## config.mk

```make
export PLATFORM = sky130hd
export DESIGN_NAME = fpu_addsub_sched
export DESIGN_NICKNAME = d
export VERILOG_FILES = /design/src/rtl/fpu_pkg.sv /design/src/rtl/fpu_addsub_sched_rr_arbiter.sv /design/src/rtl/fpu_addsub_sched.sv
export SDC_FILE = /design/constraint.sdc
export NUM_CORES = 1
export LEC_CHECK = 0
export ABC_AREA = 1
export ABC_CLOCK_PERIOD_IN_PS = 2200
export CORE_AREA = 5 5 101 103
export DETAILED_ROUTE_END_ITERATION = 10
export DIE_AREA = 0 0 106 108
export GPL_TIMING_DRIVEN = 0
export PLACE_DENSITY = 0.69
export SETUP_SLACK_MARGIN = 0.4
export SLEW_MARGIN = 20
export SYNTH_ARGS = -nofsm -noshare
export SYNTH_HDL_FRONTEND = slang
export SYNTH_HIERARCHICAL = 1
export SYNTH_SLANG_ARGS = --single-unit
```

## constraint.sdc

```tcl
create_clock -name clk -period 2.2 [get_ports clk]
set_clock_uncertainty 0.15 [all_clocks]
set_input_delay 0.22 -clock clk [delete_from_list [all_inputs] [get_ports clk]]
set_output_delay 0.22 -clock clk [all_outputs]
set_load 0.02 [all_outputs]
```

## src/rtl/fpu_pkg.sv

```systemverilog
// fpu_pkg: shared FP widths, tag record and sign-flip helper for the add/sub scheduler.
package fpu_pkg;
  localparam int FP_W = 32;
  localparam int FSUB_LATENCY = 3;
  localparam int IDX_W = 3;
  typedef struct packed {
    logic v;
    logic [IDX_W-1:0] idx;
  } tag_t;
  function automatic logic [FP_W-1:0] flip_sign(input logic [FP_W-1:0] x);
    return {~x[FP_W-1], x[FP_W-2:0]};
  endfunction
endpackage

```

## src/rtl/fpu_addsub_sched_rr_arbiter.sv

```systemverilog
// rr_arbiter: one-hot round-robin grant among eligible requesters, search starts at ptr.
module rr_arbiter #(
  parameter int NREQ = 2,
  parameter int IW = $clog2(NREQ)
) (
  input  logic            clk,
  input  logic            rst,
  input  logic [NREQ-1:0] elig_i,
  output logic [NREQ-1:0] grant_o,
  output logic [IW-1:0]   idx_o
);
  logic [IW-1:0] ptr_q, ptr_d;
  // Walk offsets from farthest to nearest so the requester closest to ptr wins.
  always_comb begin
    grant_o = '0;
    idx_o = '0;
    for (int k = NREQ - 1; k >= 0; k--) begin
      if (elig_i[(int'(ptr_q) + k) % NREQ]) begin
        grant_o = '0;
        grant_o[(int'(ptr_q) + k) % NREQ] = 1'b1;
        idx_o = IW'((int'(ptr_q) + k) % NREQ);
      end
    end
  end
  assign ptr_d = !(|grant_o) ? ptr_q : (idx_o == IW'(NREQ - 1)) ? '0 : idx_o + 1'b1;
  always_ff @(posedge clk) begin
    ptr_q <= rst ? '0 : ptr_d;
  end
endmodule

```

## src/rtl/fpu_addsub_sched.sv

```systemverilog
// fpu_addsub_sched: shares one fixed-latency FP add/sub unit among NREQ requesters,
// limiting in-flight ops per requester and routing each result back via a tag pipe.
module fpu_addsub_sched
  import fpu_pkg::*;
#(
  parameter int NREQ = 2,
  parameter int LATENCY = FSUB_LATENCY,
  parameter int MAX_OUT = 2
) (
  input  logic                 clk,
  input  logic                 rst,
  input  logic [NREQ-1:0]      req_valid_i,
  output logic [NREQ-1:0]      req_ready_o,
  input  logic [NREQ-1:0]      req_sub_i,
  input  logic [NREQ*FP_W-1:0] req_a_i,
  input  logic [NREQ*FP_W-1:0] req_b_i,
  output logic [FP_W-1:0]      fu_a_o,
  output logic [FP_W-1:0]      fu_b_o,
  input  logic [FP_W-1:0]      fu_result_i,
  output logic [NREQ-1:0]      resp_valid_o,
  output logic [FP_W-1:0]      resp_data_o
);
  localparam int IW = $clog2(NREQ);
  localparam int CW = $clog2(MAX_OUT + 1);
  logic [NREQ-1:0] elig, grant;
  logic [IW-1:0] gidx;
  logic [FP_W-1:0] sel_a, sel_b;
  tag_t tag_q [LATENCY];
  logic [CW-1:0] cnt_q [NREQ];
  rr_arbiter #(.NREQ(NREQ)) u_arb (
    .clk(clk),
    .rst(rst),
    .elig_i(elig),
    .grant_o(grant),
    .idx_o(gidx)
  );
  for (genvar i = 0; i < NREQ; i++) begin : g_req
    assign resp_valid_o[i] = tag_q[LATENCY-1].v && tag_q[LATENCY-1].idx == IDX_W'(i);
    // A response retiring this cycle frees a slot, so a full requester may reissue at once.
    assign elig[i] = !rst && req_valid_i[i] && (cnt_q[i] < CW'(MAX_OUT) || resp_valid_o[i]);
    always_ff @(posedge clk) begin
      cnt_q[i] <= rst ? '0 : cnt_q[i] + CW'(grant[i]) - CW'(resp_valid_o[i]);
    end
  end
  assign req_ready_o = grant;
  assign sel_a = req_a_i[int'(gidx)*FP_W +: FP_W];
  assign sel_b = req_b_i[int'(gidx)*FP_W +: FP_W];
  assign fu_a_o = |grant ? sel_a : '0;
  assign fu_b_o = !(|grant) ? '0 : req_sub_i[gidx] ? sel_b : flip_sign(sel_b);
  assign resp_data_o = fu_result_i;
  always_ff @(posedge clk) begin
    tag_q[0] <= rst ? '0 : tag_t'{v: |grant, idx: IDX_W'(gidx)};
    for (int k = 1; k < LATENCY; k++) tag_q[k] <= rst ? '0 : tag_q[k-1];
  end
endmodule

```

# --- Word level (Yosys, flattened, before mapping) ---
# Memory sizes are Yosys's and may differ from the RTL's.
# Cells that the tools add are included.
op_classes:
  n_addsub: 6
  magnitude_cmp: 7
  n_eq_ne: 1
  n_shift: 2
  n_mux: 24
  bitwise: 2
  reduce_logical: 13
ops:
  columns: ["operator", "count"]
  rows:
  - ["variable part select 64 x 7 -> 32 bit", 2]
  - ["two-way mux 32 bit", 3]
  - ["two-way mux 1 bit", 12]
  - ["two-way mux 4 bit", 3]
  - ["logical AND 1 bit", 8]
  - ["two-way mux 2 bit", 4]
  - ["adder 2 x 1 -> 2 bit", 2]
  - ["< comparator 1 x 2 -> 1 bit, second input constant", 2]
  - ["< comparator 2 bit, second input constant", 2]
  - ["subtractor 2 x 1 -> 2 bit", 2]
  - ["== test 3 x 1 -> 1 bit, second input constant", 1]
  - ["logical NOT 3 bit", 1]
  - ["< comparator 2 x 3 -> 1 bit, second input constant", 1]
  - ["adder 1 bit, second input constant", 2]
  - ["demux 1 bit (select 1 bit)", 2]
  - ["greater-or-equal comparator 2 x 1 -> 1 bit, second input constant", 1]
  - ["logical OR 1 bit", 2]
  - ["OR reduction 2 bit", 1]
  - ["bitwise AND 1 bit, first input constant", 1]
  - ["greater-or-equal comparator 1 bit, second input constant", 1]
  - ["logical NOT 1 bit", 1]
  - ["NOT 1 bit", 1]
totals:
  regBits: 1
  mem_bits_rw: 16
  inputBits: 166
  output_inout_bits: 100
  word_cells: 58
  mem_count: 2
memory_table:
  columns: ["memory", "words", "word_bits", "rd", "rd_ports_with_merged_regs", "write_ports", "line", "source"]
  rows:
  - ["tag_q", 3, 4, 3, 0, 3, "fpu_addsub_sched.sv:28", "tag_t tag_q [LATENCY];"]
  - ["cnt_q", 2, 2, 2, 0, 2, "fpu_addsub_sched.sv:29", "logic [CW-1:0] cnt_q [NREQ];"]

# --- Longest topological paths before layout ---
logic_depth:
  word_depth: 13
  depth_mapped: 15
  ltp_nobuf: 14

# --- By module ---
# The synthesis kept the hierarchy.
by_module_without_submodules:
  columns: ["mod", "instances", "cells_per_inst", "area_each_um2"]
  rows:
  - ["fpu_addsub_sched", 1, 317, 1640.3]
  - ["rr_arbiter", 1, 12, 66.3]

# --- Least setup slack after synthesis ---
# OpenSTA, ideal clock, no wires.
synth_timing:
  kind: "register to output"
  from: "memory tag_q[0][11] (netlist name)"
  to: "output port fu_a_o[10]"
  t_arrival_ps: 2212
  t_required_ps: 1830
  path_slack_ps: -382
  path_stages_with_launch: 11
  path_cell_list: "dfxtp_1 > inv_1 > nor2_1 > o21ai_0 > nor2_1 > inv_1 > a21oi_1 > nor2_1 > buf_2 > buf_2 > a21oi_1"
synth_rtl:
  columns: ["element", "line", "source"]
  rows:
  - ["from (decl)", "fpu_addsub_sched.sv:28", null]
  - ["to (decl)", "fpu_addsub_sched.sv:17", "output logic [FP_W-1:0] fu_a_o,"]

==> impl_metrics.prom <==
# TYPE chip_impl_metric gauge
chip_impl_metric{name="grt_util_all_layers",unit="%"} 16.7
chip_impl_info{name="r2r_end",value="cnt_q[0][3]$_SDFF_PP0_"} 1
chip_impl_metric{name="antennaDiodeCount",unit=""} 0
chip_impl_metric{name="worst_r2r_path_depth",unit=""} 16
chip_impl_info{name="timing.hold.worst_endpoint",value="tag_q[0][8]$_SDFF_PP0_"} 1
chip_impl_metric{name="pwr_density_cell",unit="nW/um^2"} 336
chip_impl_info{name="failed_checks",value="negative setup slack"} 1
chip_impl_info{name="timing.rr.start",value="tag_q[0][11]$_SDFF_PP0_"} 1
chip_impl_metric{name="place.port_buffers",unit=""} 233
chip_impl_metric{name="min_delay_path_depth",unit=""} 2
chip_impl_metric{name="critical_path.max_fanout",unit=""} 10
chip_impl_metric{name="slew-limit-headroom",unit="%"} 82.8
chip_impl_metric{name="synth_cell_type_count",unit=""} 12
chip_impl_metric{name="gr-total-overflow",unit=""} 0
chip_impl_metric{name="die_height",unit="um"} 108
chip_impl_metric{name="final_nets",unit=""} 761
chip_impl_info{name="setup_repair_after_global_routing_missed_its_margin",value="true"} 1
chip_impl_metric{name="cp.required",unit="ns"} 1.83
chip_impl_info{name="synth.area.top_cells",value="sky130_fd_sc_hd__nand2_1, sky130_fd_sc_hd__a21oi_1, sky130_fd_sc_hd__buf_4"} 1
chip_impl_metric{name="route.detailed.vias_per_inst",unit=""} 4.27
chip_impl_metric{name="cellLeakagePower",unit="nW"} 2.30
chip_impl_metric{name="clk_path_buf_depth",unit=""} 2
chip_impl_metric{name="place_congestion",unit=""} 0.773
chip_impl_metric{name="clock_sinks",unit=""} 11
chip_impl_info{name="criticalPathCategory",value="register to output pin"} 1
chip_impl_metric{name="drive_above_1_share",unit="%"} 40.5
chip_impl_metric{name="detail_route.wl_per_cell",unit="um"} 15.5
chip_impl_metric{name="grt_start_max_net_pins",unit=""} 11
chip_impl_metric{name="clock_transition_at_the_register_clock_pins_on_the_worst_setup_and_hold_paths_after_cts",unit="ns"} 0.05
chip_impl_metric{name="antenna_violations_before_repair",unit=""} 0
chip_impl_info{name="cpMostUsedCell",value="sky130_fd_sc_hd__nor2_4"} 1
chip_impl_metric{name="syn-cell-area",unit="sq um"} 1710
chip_impl_metric{name="reg2reg_setup_slack",unit="ns"} 0.31
chip_impl_metric{name="final-max-slew-violation-count",unit=""} 0
chip_impl_metric{name="area_growth",unit="%"} 217
chip_impl_metric{name="tightest_slew",unit="ns"} 0.257
chip_impl_metric{name="ys_warn_count",unit=""} 6
chip_impl_metric{name="post_synth_inst_count",unit=""} 329
chip_impl_metric{name="core_region_area",unit="sq um"} 9110
chip_impl_metric{name="fp-row-count",unit=""} 35
chip_impl_metric{name="fmax",unit="MHz"} 425
chip_impl_info{name="cpMaxStageDelayCell",value="sky130_fd_sc_hd__dfxtp_2"} 1
chip_impl_metric{name="first_iter_violations",unit=""} 89
chip_impl_metric{name="hpwlAfterDp",unit="um"} 8520
chip_impl_metric{name="dr_total_vias",unit=""} 2994
chip_impl_info{name="critPathCaptureType",value="output pin"} 1
chip_impl_metric{name="synth-seq-area-share",unit="%"} 12.9
chip_impl_metric{name="finalHoldViolCount",unit=""} 0
chip_impl_metric{name="critical_path.max_stage_delay",unit="ns"} 0.33
chip_impl_info{name="crit_path_start_kind",value="register"} 1
chip_impl_metric{name="number_of_global_route_vias_before_repair",unit=""} 3026
chip_impl_metric{name="total_wirelength_of_the_detailed_routed_design",unit="um"} 10800
chip_impl_metric{name="detail_route.drc_violations",unit=""} 0
chip_impl_metric{name="worst_ir_drop_vdd",unit="uV"} 264
chip_impl_metric{name="fin_worst_hold_slack",unit="ns"} 0.251
chip_impl_metric{name="setup_viol",unit=""} 64
chip_impl_metric{name="grt_pass1_wl",unit="um"} 15600
chip_impl_info{name="run_status",value="finished, violations left"} 1
chip_impl_info{name="cts-root-buf",value="sky130_fd_sc_hd__clkbuf_8"} 1
chip_impl_info{name="crit_chain",value="inv_2, nor2_4, o21ai_2, nor2_2, inv_2, nor2_4, nor2_4, buf_6, nor2_4, buf_12, buf_12, a21oi_2, buf_4"} 1
chip_impl_metric{name="ctsHoldBuffers",unit=""} 0
chip_impl_metric{name="htree_num_levels",unit=""} 1
chip_impl_metric{name="clk-insertion-delay-late",unit="ns"} 0.23
chip_impl_metric{name="chipWidth",unit="um"} 106
chip_impl_metric{name="start_util",unit="%"} 18.7
chip_impl_metric{name="fillers",unit=""} 810
chip_impl_info{name="hold_path_class",value="register to register"} 1
chip_impl_metric{name="numCtsBuffers",unit=""} 3
chip_impl_metric{name="synthesized_area_divided_by_synthesized_cell_count",unit="sq um"} 5.19
chip_impl_metric{name="synthDominantCellAreaShare",unit="%"} 32.6
chip_impl_metric{name="dp_worst_setup_slack",unit="ns"} -1.01
chip_impl_metric{name="floorplan.die_area",unit="sq um"} 11400
chip_impl_metric{name="critical_path_arrival",unit="ns"} 1.98
chip_impl_info{name="netlist.top_cell.by_area",value="sky130_fd_sc_hd__nand2_1"} 1
chip_impl_info{name="tritoncts_clock_tree",value="yes"} 1
chip_impl_metric{name="firstDrtPassIters",unit=""} 4
chip_impl_metric{name="final_core_util",unit="%"} 59.3
chip_impl_metric{name="boundaryPins",unit=""} 266
chip_impl_metric{name="synthesis_stage_register_bit_count",unit=""} 11
chip_impl_metric{name="min_period",unit="ns"} 2.35
chip_impl_info{name="holdCritStartpoint",value="tag_q[0][4]$_SDFF_PP0_"} 1
chip_impl_metric{name="final_critical_path_setup_slack",unit="ns"} -0.152
chip_impl_metric{name="post-route-period-util",unit="%"} 107
chip_impl_metric{name="syn-num-nets",unit=""} 499
chip_impl_metric{name="ant_nets",unit=""} 0
chip_impl_metric{name="maxcap_violations",unit=""} 0
## flip-flops by register name (all words and copies together), names as in the netlist
register     flops
u_arb/ptr_q      1
tag_q            6
cnt_q            4
## metal layers
layer	track usage, %	wire, um	share of wire [%]	vias to the layer above
met1	18.0	3920	36	1321
met4	3.42	102	0.94	0
met2	32.3	5840	54	149
li1	-	-	-	1515
met3	5.01	981	9.1	9
met5	0	0	0	-
## layout make-up
cell class              instances  area (sq um)  share of cell area (%)
flip-flops and latches         11           221                    4.10
inverters                      24          95.1                    1.76
clock buffers                   4          45.0                   0.833
plain buffers                  55           579                    10.7
multi-input cells             239          1650                    30.5
well taps                     111           139                    2.57
repair buffers                257          2680                    49.6
## cells in the mapped netlist (all sizes together)
| cell type | number |
|---|---|
| a21oi | 65 |
| buf | 54 |
| clkbuf | 1 |
| dfxtp | 11 |
| nand2 | 148 |
| ha | 4 |
| inv | 24 |
| o21ai | 1 |
| nor2 | 21 |
## where the power goes
part           total, mW  internal [mW]  switching, mW  leakage, nW
Combinational       1.40          0.768          0.630         2.19
Clock              0.196          0.127         0.0698       0.0228
Sequential         0.219          0.212        0.00718       0.0904
Total               1.81           1.11          0.707         2.30
## cell families after synthesis
logic type / Yosys count / share of synthesized area (%)
buffers and inverters: 79 / 27.6
AO/OA/AOI/OAI: 66 / 19.4
flip-flops: 11 / 12.9
AND/OR/NAND/NOR: 169 / 37.2
adder cells (fa/ha/maj): 4 / 2.93
## worst max-delay path, delay by kind of cell, from the launching register on
| kind | cells | cell delay, ns |
|---|---|---|
| AO/OA/AOI/OAI | 2 | 0.11 |
| buffers and inverters | 6 | 0.76 |
| flip-flops | 1 | 0.33 |
| AND/OR/NAND/NOR | 5 | 0.54 |
## worst max path at each step
stage / from / end / depth (start not counted)
after CTS: tag_q[0][11]$_SDFF_PP0_ / fu_a_o[10] / 13
after global routing: tag_q[0][11]$_SDFF_PP0_ / fu_b_o[31] / 15
after floorplan: tag_q[0][8]$_SDFF_PP0_ / fu_b_o[10] / 11
after global placement: rst / fu_a_o[27] / 12
after detailed placement: rst / fu_a_o[27] / 12
final: tag_q[0][11]$_SDFF_PP0_ / fu_a_o[9] / 13
## placed cells by master, fill, tap and decap left out
master,n
sky130_fd_sc_hd__clkdlybuf4s50_1,164
sky130_fd_sc_hd__nand2_1,136
sky130_fd_sc_hd__buf_6,67
sky130_fd_sc_hd__buf_4,57
sky130_fd_sc_hd__a21oi_4,41
sky130_fd_sc_hd__a21oi_2,21
sky130_fd_sc_hd__inv_1,17
sky130_fd_sc_hd__nor2_1,14
sky130_fd_sc_hd__nand2_2,12
sky130_fd_sc_hd__dfxtp_1,10
sky130_fd_sc_hd__buf_12,6
sky130_fd_sc_hd__nor2_4,5
sky130_fd_sc_hd__buf_8,5
sky130_fd_sc_hd__inv_2,5
sky130_fd_sc_hd__clkbuf_8,4
sky130_fd_sc_hd__buf_16,4
sky130_fd_sc_hd__dlygate4sd2_1,4
sky130_fd_sc_hd__a21oi_1,3
sky130_fd_sc_hd__clkbuf_16,3
sky130_fd_sc_hd__inv_4,2
sky130_fd_sc_hd__nor2_2,2
sky130_fd_sc_hd__ha_1,2
sky130_fd_sc_hd__buf_2,1
sky130_fd_sc_hd__o21ai_2,1
sky130_fd_sc_hd__ha_2,1
sky130_fd_sc_hd__ha_4,1
sky130_fd_sc_hd__clkbuf_1,1
sky130_fd_sc_hd__dfxtp_2,1
## metrics by stage
step / instances / instance area, sq um / TNS (ns) / total power, mW
detailed placement: 673 / 4710 / -60.76 / 1.40
finish: 701 / 5410 / -7.15 / 1.81
CTS: 697 / 5080 / -7.08 / 1.74
global placement: 673 / 4710 / -59.47 / 1.39
floorplan: 329 / 2240 / 0 / 0.837
global route: 701 / 5410 / -14.12 / 1.92
## timing repair
action                                  in CTS  in global routing
pin swaps                                    7                  6
endpoints found under the setup margin      72                 70
cloned                                       9                  3
buffers inserted                            11                  1
gates resized for setup                    414                 61
No activity file was read; power rests on OpenSTA's default activity.
